### src/rtl/chan_scan_mux.sv
// chan_scan_mux: registered N-channel W-bit multiplexer with manual select
// and auto-scan modes.
//
// The output is tagged with the channel that produced it and a valid flag.
// In scan mode each channel is held for DWELL output cycles. sweep pulses
// on the last dwell cycle of channel CHANNELS-1.
//
// Ports:
//   clk   - rising-edge clock
//   rst   - asynchronous active-high reset
//   a     - packed inputs, channel k = a[k*WIDTH +: WIDTH]
//   sel   - manual channel select, also the scan start channel
//   mode  - 0 = manual, 1 = scan
//   en    - enable; 0 freezes y/ch and drops valid
//   y     - registered selected data
//   ch    - channel index that produced y
//   valid - y/ch hold a legitimate sample from the last enabled cycle
//   sweep - one-cycle pulse that ends a full scan rotation
module chan_scan_mux #(
  parameter int unsigned WIDTH    = 8,
  parameter int unsigned CHANNELS = 8,
  parameter int unsigned SELW     = 3,
  parameter int unsigned DWELL    = 4
) (
  input  logic                      clk,
  input  logic                      rst,
  input  logic [CHANNELS*WIDTH-1:0] a,
  input  logic [SELW-1:0]           sel,
  input  logic                      mode,
  input  logic                      en,
  output logic [WIDTH-1:0]          y,
  output logic [SELW-1:0]           ch,
  output logic                      valid,
  output logic                      sweep
);

  localparam int unsigned CNTW = (DWELL > 1) ? $clog2(DWELL) : 1;

  typedef enum logic [1:0] {IDLE, MANUAL, SCAN} state_t;

  state_t            state, state_n;
  logic [SELW-1:0]   ptr, ptr_n;
  logic [CNTW-1:0]   cnt, cnt_n;
  logic [WIDTH-1:0]  y_n;
  logic [SELW-1:0]   ch_n;
  logic              valid_n, sweep_n;
  logic              sel_ok;
  logic [SELW-1:0]   cur_ptr;
  logic [CNTW-1:0]   cur_cnt;

  // Compare-based mux so select codes beyond CHANNELS-1 never index out of range
  function automatic logic [WIDTH-1:0] pick(input logic [SELW-1:0]           idx,
                                            input logic [CHANNELS*WIDTH-1:0] bus);
    pick = '0;
    for (int unsigned k = 0; k < CHANNELS; k++) begin
      if (idx == SELW'(k)) pick = bus[k*WIDTH +: WIDTH];
    end
  endfunction

  // Extra bit keeps the compare meaningful when 2**SELW == CHANNELS
  assign sel_ok = ({1'b0, sel} < (SELW+1)'(CHANNELS));

  // State register
  always_ff @(posedge clk or posedge rst) begin
    if (rst) state <= IDLE;
    else     state <= state_n;
  end

  // Next state and next output/datapath values
  always_comb begin
    state_n = IDLE;
    y_n     = y;
    ch_n    = ch;
    valid_n = 1'b0;
    sweep_n = 1'b0;
    ptr_n   = ptr;
    cnt_n   = cnt;
    cur_ptr = ptr;
    cur_cnt = cnt;

    if (en) state_n = mode ? SCAN : MANUAL;

    case (state_n)
      MANUAL: begin
        cnt_n = '0;
        if (sel_ok) begin
          y_n     = pick(sel, a);
          ch_n    = sel;
          valid_n = 1'b1;
        end
      end
      SCAN: begin
        // Entry is the first dwell cycle of the start channel
        if (state != SCAN) begin
          cur_ptr = sel_ok ? sel : '0;
          cur_cnt = '0;
        end
        y_n     = pick(cur_ptr, a);
        ch_n    = cur_ptr;
        valid_n = 1'b1;
        if (cur_cnt == CNTW'(DWELL - 1)) begin
          cnt_n = '0;
          if (cur_ptr == SELW'(CHANNELS - 1)) begin
            ptr_n   = '0;
            sweep_n = 1'b1;
          end else begin
            ptr_n = cur_ptr + SELW'(1);
          end
        end else begin
          cnt_n = cur_cnt + CNTW'(1);
          ptr_n = cur_ptr;
        end
      end
      default: ;
    endcase
  end

  // Output and scan-position registers
  always_ff @(posedge clk or posedge rst) begin
    if (rst) begin
      y     <= '0;
      ch    <= '0;
      valid <= 1'b0;
      sweep <= 1'b0;
      ptr   <= '0;
      cnt   <= '0;
    end else begin
      y     <= y_n;
      ch    <= ch_n;
      valid <= valid_n;
      sweep <= sweep_n;
      ptr   <= ptr_n;
      cnt   <= cnt_n;
    end
  end

endmodule
### config.mk
export PLATFORM = sky130hd
export DESIGN_NAME = chan_scan_mux
export DESIGN_NICKNAME = d
export VERILOG_FILES = /design/src/rtl/chan_scan_mux.sv
export SDC_FILE = /design/constraint.sdc
export NUM_CORES = 1
export LEC_CHECK = 0
export ABC_AREA = 1
export BUFFER_PORTS_ARGS = -buffer_cell sky130_fd_sc_hd__clkbuf_2
export CAP_MARGIN = 5
export CELL_PAD_IN_SITES_DETAIL_PLACEMENT = 1
export CELL_PAD_IN_SITES_GLOBAL_PLACEMENT = 2
export CORE_ASPECT_RATIO = 1.5
export CORE_MARGIN = 2
export CORE_UTILIZATION = 25
export CTS_CLUSTER_SIZE = 40
export DETAILED_ROUTE_END_ITERATION = 8
export PLACE_DENSITY = 0.86
export SYNTH_ARGS = -nofsm -noshare
export SYNTH_HDL_FRONTEND = slang
export SYNTH_SLANG_ARGS = --single-unit
### constraint.sdc
create_clock -name clk -period 2.2 [get_ports clk]
set_input_delay 0.22 -clock clk [delete_from_list [all_inputs] [get_ports clk]]
set_output_delay 0.22 -clock clk [all_outputs]
set_load 0.005 [all_outputs]
After elaboration in Yosys (flattened, before gate mapping)
Index checks and enable logic that the tools add are counted.
{"block": "op_classes", "n_addsub": 2, "n_eq_ne": 18, "n_mux": 32, "n_reduce_logical": 4}
{"cell": "$mux W8", "count": 16}
{"cell": "$eq A3 B3 Y1 const B", "count": 8}
{"cell": "$pmux W8 S2", "count": 1}
{"cell": "$eq A3 B2 Y1 const B", "count": 4}
{"cell": "$mux W3", "count": 4}
{"cell": "$mux W2", "count": 5}
{"cell": "$eq A3 B1 Y1 const B", "count": 2}
{"cell": "$logic_not A3 Y1", "count": 2}
{"cell": "$pmux W3 S2", "count": 1}
{"cell": "$eq A2 B2 Y1 const B", "count": 2}
{"cell": "$mux W1", "count": 4}
{"cell": "$pmux W2 S2", "count": 1}
{"cell": "$add A3 B1 Y3 const B", "count": 1}
{"cell": "$add A2 B1 Y2 const B", "count": 1}
{"cell": "$eq A2 B1 Y1 const B", "count": 1}
{"cell": "$ne A2 B2 Y1 const B", "count": 1}
{"cell": "$reduce_bool A2 Y1", "count": 1}
{"cell": "$reduce_or A2 Y1", "count": 1}
{"block": "word_totals", "ff_bits": 20, "input_bits": 71, "elab_cells": 63}

Longest topological paths before layout
{"block": "depth", "word_depth": 14, "mapped_depth": 19, "ltp_nobuf": 18}

Least setup slack after synthesis
No wires, ideal clock.
{"block": "synth_path", "path_kind": "reg-to-reg", "start": "register state[0]", "end": "register y[2]", "setup_time_ns": 0.122, "arrival_ns": 1.869, "path_slack_ns": 0.210, "stages_incl_launch_ff": 16, "path_buffers": 0, "cell_sequence": "dfrtp_1 -> inv_1 -> nand2_4 -> nand2_1 -> nand2_2 -> inv_1 -> ha_1 -> inv_1 -> nor2_2 -> inv_2 -> o21ai_0 -> inv_1 -> nand2_1 -> nand2_1 -> nand2_1 -> a21oi_2"}
{"block": "synth_via", "elab_chain_len": 13, "elab_cells_between_ends": 20}
{"item": "start, declared", "line": "41", "text": "state_t state, state_n;"}
{"item": "start signal, assigned", "line": "66", "text": "else state <= state_n;"}
{"item": "$ne A2 B2 Y1 (*)", "line": "94", "text": "if (state != SCAN) begin"}
{"item": "$mux W3 (*)", "line": "94"}
{"item": "$mux W3 (*)", "line": "83", "text": "case (state_n)"}
{"item": "$logic_not A3 Y1", "line": "56", "text": "if (idx == SELW'(k)) pick = bus[k*WIDTH +: WIDTH];"}
{"item": "$mux W8 (7 in a row)", "line": "56"}
{"item": "$mux W8 (*)", "line": "56"}
{"item": "$pmux W8 S2 (*)", "line": "83"}
{"item": "end signal, assigned", "line": "128", "text": "y <= y_n;"}
{"item": "end, declared", "line": "31", "text": "output logic [WIDTH-1:0] y,"}
Every way passes the cells marked *; elsewhere a longest branch is shown, timed or not. The select of a mux whose other input is x is not followed.
A chain may end at the register's enable or synchronous reset.

Worst setup path after layout
{"block": "layout_path", "start": "register state[1]", "end": "register y[7]"}
Same word-level chain as after synthesis.

==> flow_summary.json <==
{
  "grt-ovfl-total": 0,
  "hold_path_class": "input port to async pin",
  "crit_slowest_cell": "dfrtp_2",
  "drc_errors": 0,
  "drv_cap": 0,
  "syn_to_final_growth_pct": 32.3,
  "fin_crit_sh_pct": 89.9,
  "final.min_clock_period_ns": 1.98,
  "grt_max_degree": 21,
  "core_area_um2": 9150,
  "register_area_um2": 502,
  "routed_wl_um": 9600,
  "num_rows": 43,
  "grt_usage_pct": 19.8,
  "port_buffers": 83,
  "root_buffer": "clkbuf_16",
  "cts.sinks": 20,
  "syn_area_um2": 2320,
  "diodes": 0,
  "grt_pass1_wl_um": 15200,
  "crit_chain": "nand2_4 -> nand2_2 -> nand2_4 -> inv_2 -> ha_4 -> buf_4 -> nor2_1 -> nand2_1 -> nand2_1 -> nand2_1 -> nand2_1 -> nand2_1 -> nand2_1 -> nand2_1 -> nand2_1 -> nand2_1 -> a21oi_2",
  "place_inst": 598,
  "cts_inserted_buffers": 3,
  "synth_flop_cell": "dfrtp_1",
  "status": "completed",
  "critical_path_arrival_ns": 2.17,
  "syn_nets": 471,
  "vias_per_cell": 4.88,
  "powerDensity_nw_per_um2": 514,
  "end_kind": "flop",
  "drive_above_1_share_pct": 28.0,
  "worstSkewPairLatency_ns": 0.26,
  "cpPeakStageDelay_ns": 0.45,
  "slew_viol_final": 0,
  "drt_iter0_markers": 90,
  "slew_headroom_pct": 45.3,
  "cp_common_cell": "nand2_1",
  "fin_nets": 569,
  "fmax_mhz": 506,
  "synth_cells": 396,
  "async_flop_share_pct": 100,
  "grt_pass1_vias": 3078,
  "critical_path_class": "flop to flop",
  "cts_tree": "built",
  "clock_skew_ns": 0.00145,
  "rrSetupSlack_ns": 0.22,
  "p_total_uw": 1580,
  "synth_warnings": 0,
  "clock_path_buffers": 2,
  "yosysSeqAreaShare_pct": 21.6,
  "crit_family": "simple AND/OR/NAND/NOR gates",
  "die_y_um": 122,
  "worstPathMaxFanout": 7,
  "hold_viol": 0,
  "syn_avg_cell_area_um2": 5.85,
  "required_ns": 2.39,
  "final_cells": 605,
  "multiInputGateArea_um2": 1470,
  "wl_per_cell_um": 15.9,
  "synth_edf_count": 0,
  "startpoint_type": "flop",
  "fillers": 1266,
  "synth_seq_cells": 20,
  "synth.distinct_cells": 30,
  "static-leakage-power_uw": 0.00171,
  "cp.buffers_inverters": 2,
  "worst_pin_slew_ns": 0.820,
  "mostFrequentLayoutCells": "nand2_1 (116), clkbuf_2 (83), inv_1 (66), a21oi_1 (42), o21ai_0 (31)",
  "setup_viol": 0,
  "utilization_pct": 33.5,
  "ir_worst_vdd_mv": 0.466,
  "rsz0062_at_grt": "false",
  "vias": 2955,
  "die_area_um2": 10100,
  "start_util_pct": 25.3,
  "hpwl_um": 8070,
  "final_common_cell": "nand2_1",
  "antenna_found_initial": 0,
  "globalplace.congestion": 0.860,
  "ant_nets": 0,
  "io_pins": 84,
  "holdWs_ns": 0.0911,
  "first_pass_iters": 4,
  "path_clk_slew_ns": 0.06,
  "die_w_um": 82.6,
  "setup_tns_ns": 0,
  "htreeDepth": 1
}
## state kept, by name, summed over array words and instances, names as in the netlist
| register | flops |
|---|---|
| ch | 3 |
| cnt | 2 |
| ptr | 3 |
| state | 2 |
| sweep | 1 |
| valid | 1 |
| y | 8 |
## power by group
group	switching [uW]	total [uW]	internal, uW
clock	153	514	362
sequential	27.7	440	413
combinational	377	621	243
## worst reg2reg max path: stages (launching register included)
cell     delay, ns
dfrtp_2       0.45
nand2_4       0.13
nand2_2       0.07
nand2_4       0.11
inv_2         0.06
ha_4          0.17
buf_4         0.16
nor2_1        0.10
nand2_1       0.06
nand2_1       0.08
nand2_1       0.05
nand2_1       0.07
nand2_1       0.06
nand2_1       0.06
nand2_1       0.06
nand2_1       0.05
nand2_1       0.06
a21oi_2       0.11
## area by class of cell
class | instances | share of cell area [%]
clock inverter | 1 | 0.979
sequential | 20 | 16.4
inverter | 72 | 8.89
multi-input combinational | 292 | 47.8
timing repair buffer | 105 | 18.9
clock buffer | 3 | 2.45
tap | 112 | 4.57
## path summary, 6_finish.rpt
| check | startpoint | to | cells past startpoint |
|---|---|---|---|
| worst max-delay path | state[1] | y[7] | 17 |
| worst min register to register | ch[1] | ch[1] | 2 |
| worst max register to register | state[1] | y[7] | 17 |
| worst min-delay path | rst | sweep | 2 |
| min in group clk | en | valid | 1 |
| max in group asynchronous | rst | state[1] | 2 |
## synthesized netlist by cell type, types with 2 or more instances
cell type	count	area share, %
a21oi_1	42	9.1
a21oi_2	5	1.9
a22oi_1	3	0.97
buf_2	4	0.86
buf_6	2	0.97
clkbuf_8	3	1.8
dfrtp_1	20	22
ha_1	4	2.2
inv_1	68	11
inv_2	3	0.49
nand2_1	117	19
nand2_2	3	0.81
nand2_4	2	0.97
nand3_1	28	6.0
nand4_1	5	1.3
nor2_1	26	4.2
nor3_1	3	0.65
o21ai_0	32	6.9
o221ai_1	6	2.3
o22ai_1	8	2.2
or2_2	3	0.81
## repair_timing
action	4_1_cts	5_1_grt
buffers inserted	0	3
hold buffers	0	0
endpoints found under the setup margin	8	8
pin swaps	0	2
resized for setup	2	12
## per-layer routing
metal  vias to the layer above  track usage [%]  wire (um)
li1                       1471                -          -
met1                      1386             23.0       4000
met2                        79             36.6       4940
met3                        19             1.41        378
met4                         0             7.68        275
met5                         -                0          0
## through the flow
| stage | setup WS (ns) | cell area (um2) |
|---|---|---|
| 4_1_cts | 0.0195 | 3010 |
| 5_1_grt | 0.0111 | 3070 |
| 6_report | 0.222 | 3070 |
| 3_3_place_gp | 0.00468 | 2900 |
| 2_1_floorplan | 0.210 | 2320 |
| 3_5_place_dp | -0.153 | 2900 |
## logic make-up after synthesis
family / Yosys count / share of synthesized area (%)
and+or+nand+nor: 191 / 36.0
DFF: 20 / 21.6
buffers and inverters: 84 / 16.6
AOI/OAI and AO/OA: 97 / 23.6
adders and majority gates: 4 / 2.16
Power figures use the tool's default switching activity.
